$ cat src/rtl/circuito_jogo_rodadas_if.sv
// Player/debug bundle of the progressive-round sequence-memory game.
interface circuito_jogo_rodadas_if #(
  parameter int unsigned W = 4,
  parameter int unsigned A = 4
);
  logic         iniciar;
  logic [W-1:0] chaves;
  logic         acertou;
  logic         errou;
  logic         pronto;
  logic [W-1:0] leds;
  logic [A-1:0] db_rodada;
  logic [A-1:0] db_contagem;
  logic [W-1:0] db_memoria;
  logic [3:0]   db_estado;
  logic         db_igual;
  logic         db_tem_jogada;
  logic         db_timeout;

  // Player / board side
  modport master (
    output iniciar, chaves,
    input  acertou, errou, pronto, leds, db_rodada, db_contagem,
           db_memoria, db_estado, db_igual, db_tem_jogada, db_timeout
  );

  // Game engine side
  modport slave (
    input  iniciar, chaves,
    output acertou, errou, pronto, leds, db_rodada, db_contagem,
           db_memoria, db_estado, db_igual, db_tem_jogada, db_timeout
  );
endinterface

$ cat src/rtl/circuito_jogo_rodadas.sv
// Sequence-memory game: round r asks the player to repeat ROM entries 0..r,
// with a per-play timeout. Control and datapath live together here.
module circuito_jogo_rodadas #(
  parameter int unsigned W       = 4,
  parameter int unsigned DEPTH   = 16,
  parameter int unsigned TIMEOUT = 3000,
  // Default image: entry a = 1 << (a mod W), built by repeating a flattened WxW identity.
  parameter logic [DEPTH*W-1:0] SEQ =
    (DEPTH*W)'({((DEPTH + W - 1) / W){(W*W)'({W{{W{1'b0}}, 1'b1}})}})
) (
  input  logic                    clock,
  input  logic                    reset,
  circuito_jogo_rodadas_if.slave  bus
);

  localparam int unsigned A  = $clog2(DEPTH);
  localparam int unsigned TW = (TIMEOUT > 2) ? $clog2(TIMEOUT) : 1;

  // Enum values double as the debug state encoding.
  typedef enum logic [3:0] {
    INICIAL        = 4'h0,
    PREPARACAO     = 4'h1,
    INICIA_RODADA  = 4'h2,
    ESPERA         = 4'h3,
    COMPARA        = 4'h5,
    PROXIMA_JOGADA = 4'h6,
    PROXIMA_RODADA = 4'h7,
    FIM_ACERTO     = 4'hA,
    FIM_TIMEOUT    = 4'hD,
    FIM_ERRO       = 4'hE
  } t_estado;

  t_estado       r_estado;
  logic [W-1:0]  r_prev;
  logic [W-1:0]  r_jogada;
  logic [A-1:0]  r_rodada;
  logic [A-1:0]  r_contagem;
  logic [TW-1:0] r_timer;
  logic          r_acertou;
  logic          r_errou;
  logic          r_pronto;
  logic          r_timeout;

  logic          w_jogada_feita;
  logic [W-1:0]  w_memoria;
  logic          w_igual;

  assign w_jogada_feita = (bus.chaves != '0) && (r_prev == '0);
  assign w_memoria      = SEQ[32'(r_contagem) * W +: W];
  assign w_igual        = (r_jogada == w_memoria);

  // Previous-cycle switches, for one-pulse-per-press detection
  always_ff @(posedge clock or posedge reset) begin
    if (reset) r_prev <= '0;
    else       r_prev <= bus.chaves;
  end

  // Game FSM with counters, play register, timer and result flags
  always_ff @(posedge clock or posedge reset) begin
    if (reset) begin
      r_estado   <= INICIAL;
      r_jogada   <= '0;
      r_rodada   <= '0;
      r_contagem <= '0;
      r_timer    <= '0;
      r_acertou  <= 1'b0;
      r_errou    <= 1'b0;
      r_pronto   <= 1'b0;
      r_timeout  <= 1'b0;
    end else begin
      r_timer <= '0;
      case (r_estado)
        INICIAL, FIM_ACERTO, FIM_ERRO, FIM_TIMEOUT: begin
          if (bus.iniciar) begin
            r_estado   <= PREPARACAO;
            r_jogada   <= '0;
            r_rodada   <= '0;
            r_contagem <= '0;
            r_acertou  <= 1'b0;
            r_errou    <= 1'b0;
            r_pronto   <= 1'b0;
            r_timeout  <= 1'b0;
          end
        end
        PREPARACAO: begin
          r_jogada   <= '0;
          r_rodada   <= '0;
          r_contagem <= '0;
          r_estado   <= INICIA_RODADA;
        end
        INICIA_RODADA: begin
          r_contagem <= '0;
          r_estado   <= ESPERA;
        end
        ESPERA: begin
          r_timer <= (r_timer == TW'(TIMEOUT - 1)) ? r_timer : r_timer + TW'(1);
          if (w_jogada_feita) begin
            r_jogada <= bus.chaves;
            r_estado <= COMPARA;
          end else if (r_timer == TW'(TIMEOUT - 1)) begin
            r_estado  <= FIM_TIMEOUT;
            r_errou   <= 1'b1;
            r_pronto  <= 1'b1;
            r_timeout <= 1'b1;
          end
        end
        COMPARA: begin
          if (!w_igual) begin
            r_estado <= FIM_ERRO;
            r_errou  <= 1'b1;
            r_pronto <= 1'b1;
          end else if (r_contagem < r_rodada) begin
            r_estado <= PROXIMA_JOGADA;
          end else if (r_rodada == A'(DEPTH - 1)) begin
            r_estado  <= FIM_ACERTO;
            r_acertou <= 1'b1;
            r_pronto  <= 1'b1;
          end else begin
            r_estado <= PROXIMA_RODADA;
          end
        end
        PROXIMA_JOGADA: begin
          r_contagem <= r_contagem + A'(1);
          r_estado   <= ESPERA;
        end
        PROXIMA_RODADA: begin
          r_rodada <= r_rodada + A'(1);
          r_estado <= INICIA_RODADA;
        end
        default: r_estado <= INICIAL;
      endcase
    end
  end

  // Moore outputs, all decoded from registers
  assign bus.acertou       = r_acertou;
  assign bus.errou         = r_errou;
  assign bus.pronto        = r_pronto;
  assign bus.leds          = r_jogada;
  assign bus.db_rodada     = r_rodada;
  assign bus.db_contagem   = r_contagem;
  assign bus.db_memoria    = w_memoria;
  assign bus.db_estado     = r_estado;
  assign bus.db_igual      = w_igual;
  assign bus.db_tem_jogada = (r_prev != '0);
  assign bus.db_timeout    = r_timeout;

endmodule
$ cat src/flat_wrapper.sv
// flat-port wrapper written by rule: the top's interface ports become plain ports
module circuito_jogo_rodadas_flat 
#(
  parameter int unsigned W       = 4,
  parameter int unsigned DEPTH   = 16,
  parameter int unsigned TIMEOUT = 3000,
                                                                                          
  parameter logic [DEPTH*W-1:0] SEQ =
    (DEPTH*W)'({((DEPTH + W - 1) / W){(W*W)'({W{{W{1'b0}}, 1'b1}})}})
)
  (clock, reset, bus_iniciar, bus_chaves, bus_acertou, bus_errou, bus_pronto, bus_leds, bus_db_rodada, bus_db_contagem, bus_db_memoria, bus_db_estado, bus_db_igual, bus_db_tem_jogada, bus_db_timeout);
  circuito_jogo_rodadas_if #(.W(W)) bus_i ();
  input  logic clock;
  input  logic reset;
  input wire logic [$bits(bus_i.iniciar)-1:0] bus_iniciar;
  input wire logic [$bits(bus_i.chaves)-1:0] bus_chaves;
  output wire logic [$bits(bus_i.acertou)-1:0] bus_acertou;
  output wire logic [$bits(bus_i.errou)-1:0] bus_errou;
  output wire logic [$bits(bus_i.pronto)-1:0] bus_pronto;
  output wire logic [$bits(bus_i.leds)-1:0] bus_leds;
  output wire logic [$bits(bus_i.db_rodada)-1:0] bus_db_rodada;
  output wire logic [$bits(bus_i.db_contagem)-1:0] bus_db_contagem;
  output wire logic [$bits(bus_i.db_memoria)-1:0] bus_db_memoria;
  output wire logic [$bits(bus_i.db_estado)-1:0] bus_db_estado;
  output wire logic [$bits(bus_i.db_igual)-1:0] bus_db_igual;
  output wire logic [$bits(bus_i.db_tem_jogada)-1:0] bus_db_tem_jogada;
  output wire logic [$bits(bus_i.db_timeout)-1:0] bus_db_timeout;
  assign bus_i.iniciar = bus_iniciar;
  assign bus_i.chaves = bus_chaves;
  assign bus_acertou = bus_i.acertou;
  assign bus_errou = bus_i.errou;
  assign bus_pronto = bus_i.pronto;
  assign bus_leds = bus_i.leds;
  assign bus_db_rodada = bus_i.db_rodada;
  assign bus_db_contagem = bus_i.db_contagem;
  assign bus_db_memoria = bus_i.db_memoria;
  assign bus_db_estado = bus_i.db_estado;
  assign bus_db_igual = bus_i.db_igual;
  assign bus_db_tem_jogada = bus_i.db_tem_jogada;
  assign bus_db_timeout = bus_i.db_timeout;
  circuito_jogo_rodadas #(.W(W), .DEPTH(DEPTH), .TIMEOUT(TIMEOUT), .SEQ(SEQ)) u_core (.clock(clock), .reset(reset), .bus(bus_i));
endmodule
$ cat config.mk
export PLATFORM = sky130hd
export DESIGN_NAME = circuito_jogo_rodadas_flat
export DESIGN_NICKNAME = d
export VERILOG_FILES = /design/src/rtl/circuito_jogo_rodadas_if.sv /design/src/rtl/circuito_jogo_rodadas.sv /design/src/flat_wrapper.sv
export SDC_FILE = /design/constraint.sdc
export NUM_CORES = 1
export LEC_CHECK = 0
export CORE_MARGIN = 10
export CORE_UTILIZATION = 48
export CTS_BUF_LIST = sky130_fd_sc_hd__clkbuf_16
export CTS_CLUSTER_SIZE = 10
export DETAILED_ROUTE_END_ITERATION = 8
export PLACE_DENSITY = 0.75
export SETUP_SLACK_MARGIN = 0.15
export SYNTH_ARGS = -nofsm -noshare
export SYNTH_HDL_FRONTEND = slang
export SYNTH_SLANG_ARGS = --single-unit
$ cat constraint.sdc
create_clock -name clock -period 2.27 [get_ports clock]
set_input_delay 0.454 -clock clock [delete_from_list [all_inputs] [get_ports clock]]
set_output_delay 0.454 -clock clock [all_outputs]
set_load 0.01 [all_outputs]
; Word-level counts from Yosys, hierarchy flattened
; Index checks and enable logic that the tools add are counted.
[word_totals]
input_bits = 7
out_inout_bits = 26
wordCells = 88
ff_bits = 36
[op_classes]
n_lt_le_gt_ge = 1
shifts = 1
n_reduce_logical = 23
addsub = 3
n_eq_ne = 24
muxes = 26
[op_table]
columns = operator, count
row1 = "64-bit by 7-bit variable part select with 4-bit output, first input constant", 1
row2 = 4-bit case mux with 3 select lines, 3
row3 = 4-bit two-way mux, 8
row4 = 12-bit two-way mux, 2
row5 = 4-bit case mux with 5 select lines, 1
row6 = "4-bit equality test, second input constant", 4
row7 = "12-bit by 1-bit adder with 12-bit output, second input constant", 1
row8 = "12-bit equality test, second input constant", 1
row9 = "4-bit by 3-bit equality test with 1-bit output, second input constant", 3
row10 = "2-bit inequality test, second input constant", 6
row11 = 3-bit nonzero test, 4
row12 = 5-bit AND reduction, 2
row13 = "4-bit by 1-bit adder with 4-bit output, second input constant", 2
row14 = "4-bit by 2-bit equality test with 1-bit output, second input constant", 2
row15 = 4-bit logical NOT, 2
row16 = 1-bit two-way mux, 8
row17 = 4-bit nonzero test, 2
row18 = "2-bit by 1-bit inequality test with 1-bit output, second input constant", 3
row19 = 1-bit case mux with 3 select lines, 2
row20 = 2-bit AND reduction, 3
row21 = 6-bit AND reduction, 1
row22 = 2-bit OR reduction, 3
row23 = "4-bit by 1-bit equality test with 1-bit output, second input constant", 1
row24 = 4-bit equality test, 1
row25 = other kinds (10), 12

; Longest topological paths before layout
[logic_depth]
word_depth = 5
depth_mapped = 7
mapped_depth_nobuf = 7

; Least setup slack after synthesis
; Ideal clock, no wire load.
[synth_path]
path_type = register to register
startpoint = reg u_core.r_contagem[0], in the netlist u_core.bus.db_contagem[0]
endpoint = reg u_core.r_estado[0], in the netlist u_core.bus.db_estado[0]
path_buffers = 0
slack_ps = -358
setup_ps = 82
stages_incl_launch_ff = 8
arrival_time_ps = 2547
required_time_ps = 2188
synth_period_minus_slack_ps = 2628
cell_sequence = dfrtp_1 -> ha_1 -> ha_1 -> or3_4 -> a2111oi_4 -> nand2_2 -> or4_1 -> a31oi_1
[synth_via]
elab_chain_len = 4
elab_cells_between_ends = 6
classes_between = order compare (1) / eq/ne (1) / shift (1) / mux (3)
[synth_lines]
columns = element, line_no
row1 = start: declaration, circuito_jogo_rodadas.sv:37  ; logic [A-1:0] r_contagem;
row2 = start signal: assignment, circuito_jogo_rodadas.sv:123  ; r_contagem <= r_contagem + A'(1);
row3 = 64-bit by 7-bit variable part select with 4-bit output, circuito_jogo_rodadas.sv:49  ; assign w_memoria = SEQ[32'(r_contagem) * W +: W];
row4 = 4-bit equality test, circuito_jogo_rodadas.sv:50  ; assign w_igual = (r_jogada == w_memoria);
row5 = net bus_db_igual, flat_wrapper.sv:25  ; output wire logic [$bits(bus_i.db_igual)-1:0] bus_db_igual;
row6 = 4-bit two-way mux, circuito_jogo_rodadas.sv:108  ; if (!w_igual) begin
row7 = 4-bit case mux with 5 select lines, circuito_jogo_rodadas.sv:72  ; case (r_estado)
row8 = end signal: assignment, circuito_jogo_rodadas.sv:75  ; r_estado <= PREPARACAO;
row9 = end signal: assignment, circuito_jogo_rodadas.sv:109  ; r_estado <= FIM_ERRO;
row10 = end signal: assignment, circuito_jogo_rodadas.sv:113  ; r_estado <= PROXIMA_JOGADA;
row11 = end: declaration, circuito_jogo_rodadas.sv:33  ; t_estado r_estado;
; The timed path passes the listed nets, and every way through them passes these cells.
; A chain may end at the register's enable or synchronous reset.

; Worst setup path in the final report
[layout_path]
startpoint = reg u_core.r_contagem[1], in the netlist u_core.bus.db_contagem[1]
endpoint = reg u_core.r_estado[0], in the netlist u_core.bus.db_estado[0]
[layout_via]
elab_chain_len = 4
elab_cells_between_ends = 6
classes_between = order compare (1) / eq/ne (1) / shift (1) / mux (3)
[layout_lines]
columns = element, line_no
row1 = 64-bit by 7-bit variable part select with 4-bit output / 4-bit < comparator (equally long branches), "circuito_jogo_rodadas.sv:49, circuito_jogo_rodadas.sv:112"
row2 = 4-bit equality test / 4-bit two-way mux (equally long branches), "circuito_jogo_rodadas.sv:50, circuito_jogo_rodadas.sv:112"
row3 = 4-bit two-way mux (*), circuito_jogo_rodadas.sv:108
row4 = 4-bit case mux with 5 select lines (*), circuito_jogo_rodadas.sv:72
; Mark *: on every way between the ends. The rest lies on a longest branch, timed or not.

==> metrics <==
Compound-Gate Fraction of Synth Area=14.6%; max frequency=406 MHz; Final WS setup=-0.195 ns; # DRC=0; Yosys Warn Count=0; GRT Residual Overflow=0; Crit Path Max Fanout=2; GRT Total Usage=14.1%; # fillers=310; slew margin rel.=63.4%; Root Buffer Master=clkbuf_16; Area Growth Syn to Fin=39.3%; Post-Synth XOR/XNOR Area=6.11%; Hold Fails Final Rpt=0; Post-Route WL=5190 µm; final core occ=69.4%; clk slew on worst S/H paths=0.05 ns; RSZ-0062 raised after global routing=true; Worst setup EP type=flop; Row Count=23; die area=0.00717 mm²; FF-to-FF End=u_core.bus.db_estado[0]; Seq/Total Area, Yosys=44.9%; vias in the first global route=1,822; Synth Area in Simple Gates=23.1%; DP Cell Count=304; power density over the cells=1150 mW/mm²; layout cell share with drive strength beyond 1=20.1%; worst hold path endpoint=u_core.bus.db_timeout; DR iter-0 viols=147; Adder-Cell Fraction of Synth Area=7.35%; # clock sinks=36; Synth area leaders=dfrtp_1 (45%), ha_1 (6.9%), nand2_1 (4.3%); io pins=33; mux contribution to synthesized area=0.498%; WP data arrival=2.66 ns; mapped cell area=0.00201 mm²; area of the multi-input gates=0.00113 mm²; Antenna Violating Nets Remaining=0; TritonCTS clock tree=built; CORE AREA=0.00403 mm²; drt first pass iters=5; hold path start=u_core.bus.db_timeout; ys async rst share=100%; Fin Hold WS=0.521 ns; reg2reg path depth=8; largest net degree at the start of global routing=37; Final HPWL DP=3550 µm; CTS H-tree lvls=2; reg2reg start=u_core.bus.db_contagem[1]; worst skew pair latency=0.28 ns; worst reg2reg setup slack=-0.20 ns; average size of a mapped cell=9.43 µm²; Post-synth top flop=dfrtp_1; Slew Viols, Final=0; Crit Path Category=flop to flop; die height=84.7 µm; worst hold path type=flop to flop; DIE WIDTH=84.7 µm; vias per cell=5.58; max cap viols=0; failing checks=setup timing; outcome=complete, but fails checks; Post-synth EDFFs=0; WP data required=2.47 ns; commonest non-fill, non-tap cells in the layout=dfrtp_1 (34), clkdlybuf4s50_1 (26), nand2_1 (23); Final min period=2.47 ns; commonest non-fill, non-tap cell in the layout=dfrtp_1; synthesized net count=231; #FFs+latches synth=36; largest family of logic cells by synthesized area=simple AND/OR/NAND/NOR gates; Max VDD drop=0.757 mV; final period utilization=109%; Synth top area share=44.9%; critical path launch point type=flop; Hold Crit Depth=1; cell count after synthesis=213; global-route wire length before repair=8440 µm; Starting Density=49.8%; Static Leak=1.24 nW; Final nets=285; final setup fails=5; clk buf depth=2; n_diodes=0; antenna violations before repair=0; final std cells w/o fill=318; Synth cell types=47; number of buffer cells added on primary ports=32; total CTS buffers=5; Synth area leader=dfrtp_1; via count=1,773; Wirelength per Cell=16.3 µm; Worst-Margin Slew=0.545 ns; Worst Clk Skew=0.00263 ns; RD Place Congestion=0.786; storage element area=903 µm²
[where the power goes]
part | switching (W) | internal (W)
clock | 0.000255 | 0.000511
combinational | 0.000813 | 0.000739
sequential | 0.000136 | 0.000758
total | 0.00120 | 0.00201
[worst max-delay path, cell delays in order (launching register included)]
cell and delay [ns]:
dfrtp_2 0.42, ha_4 0.17, ha_4 0.15, or3_4 0.38, a2111oi_4 0.32, buf_4 0.19
nand2_4 0.05, or4_1 0.52, a31oi_1 0.18
[kinds of logic (layout without fill, tap and decap cells)]
kind of cell,count (synthesis),count (layout)
compound gates,42,42
xor+xnor,14,14
fa+ha+maj,12,12
buf+inv,19,74
flops,36,36
mux,1,1
simple gates,89,89
[sequential cells by signal (all words and copies together), names as in the netlist, 4 cells and up]
| register | cells |
|---|---|
| u_core.bus.db_contagem | 4 |
| u_core.bus.db_estado | 4 |
| u_core.bus.db_rodada | 4 |
| u_core.bus.leds | 4 |
| u_core.r_prev | 4 |
| u_core.r_timer | 12 |
[synthesized netlist by cell type (3+ instances only)]
cell and n:
dfrtp_1 36, nand2_1 23, nor2_1 19, nand3_1 13, ha_1 11, inv_1 11
o21ai_0 11, a21oi_1 10, xor2_1 9, clkbuf_1 8, xnor2_1 5, a31oi_1 4
nor3_1 4, and3_1 3, or2_2 3, or3_1 3, or4_1 3
[final cells by class]
cell class	count	area share [%]
clock buffers	5	4.47
clock inverters	3	1.39
inverters	11	1.48
multi-input cells	158	40.4
flip-flops and latches	36	32.3
well taps	50	2.24
repair buffers	55	17.7
[routing by layer]
metal / vias up / GRT usage (%) / part of all wire, % / wire [µm]
met4: 0 / 4.94 / 1.9 / 99
met3: 12 / 6.28 / 7.2 / 374
met5: - / 0 / 0 / 0
li1: 855 / - / - / -
met1: 843 / 16.0 / 42 / 2160
met2: 63 / 22.9 / 49 / 2550
[stage by stage]
step	TNS (ns)	instance area, µm²	setup WS, ns	total power, W
after floorplan	-0.185	2040	-0.185	0.00169
after global placement	-0.368	2520	-0.232	0.00228
after detailed placement	-0.413	2520	-0.233	0.00229
after CTS	-0.311	2710	-0.180	0.00308
after global routing	-1.00	2800	-0.346	0.00342
final	-0.532	2800	-0.195	0.00321
[worst max-delay path by stage]
stage,depth (start not counted),to,start
6_report,8,u_core.bus.db_estado[0],u_core.bus.db_contagem[1]
5_1_grt,8,u_core.bus.db_estado[0],u_core.bus.db_contagem[1]
4_1_cts,8,u_core.bus.db_estado[0],u_core.bus.db_contagem[1]
3_5_place_dp,5,bus_db_igual,u_core.bus.db_contagem[1]
3_3_place_gp,5,bus_db_igual,u_core.bus.db_contagem[1]
2_1_floorplan,7,u_core.bus.db_estado[0],u_core.bus.db_contagem[1]
[timing repair]
item | CTS | global route
pin swaps | 3 | 4
buffers inserted | 3 | 3
gates cloned | 0 | 0
hold buffers | 0 | 0
setup endpoints to repair | 10 | 12
resized for setup | 15 | 18
(Power assumes the default switching activity.)
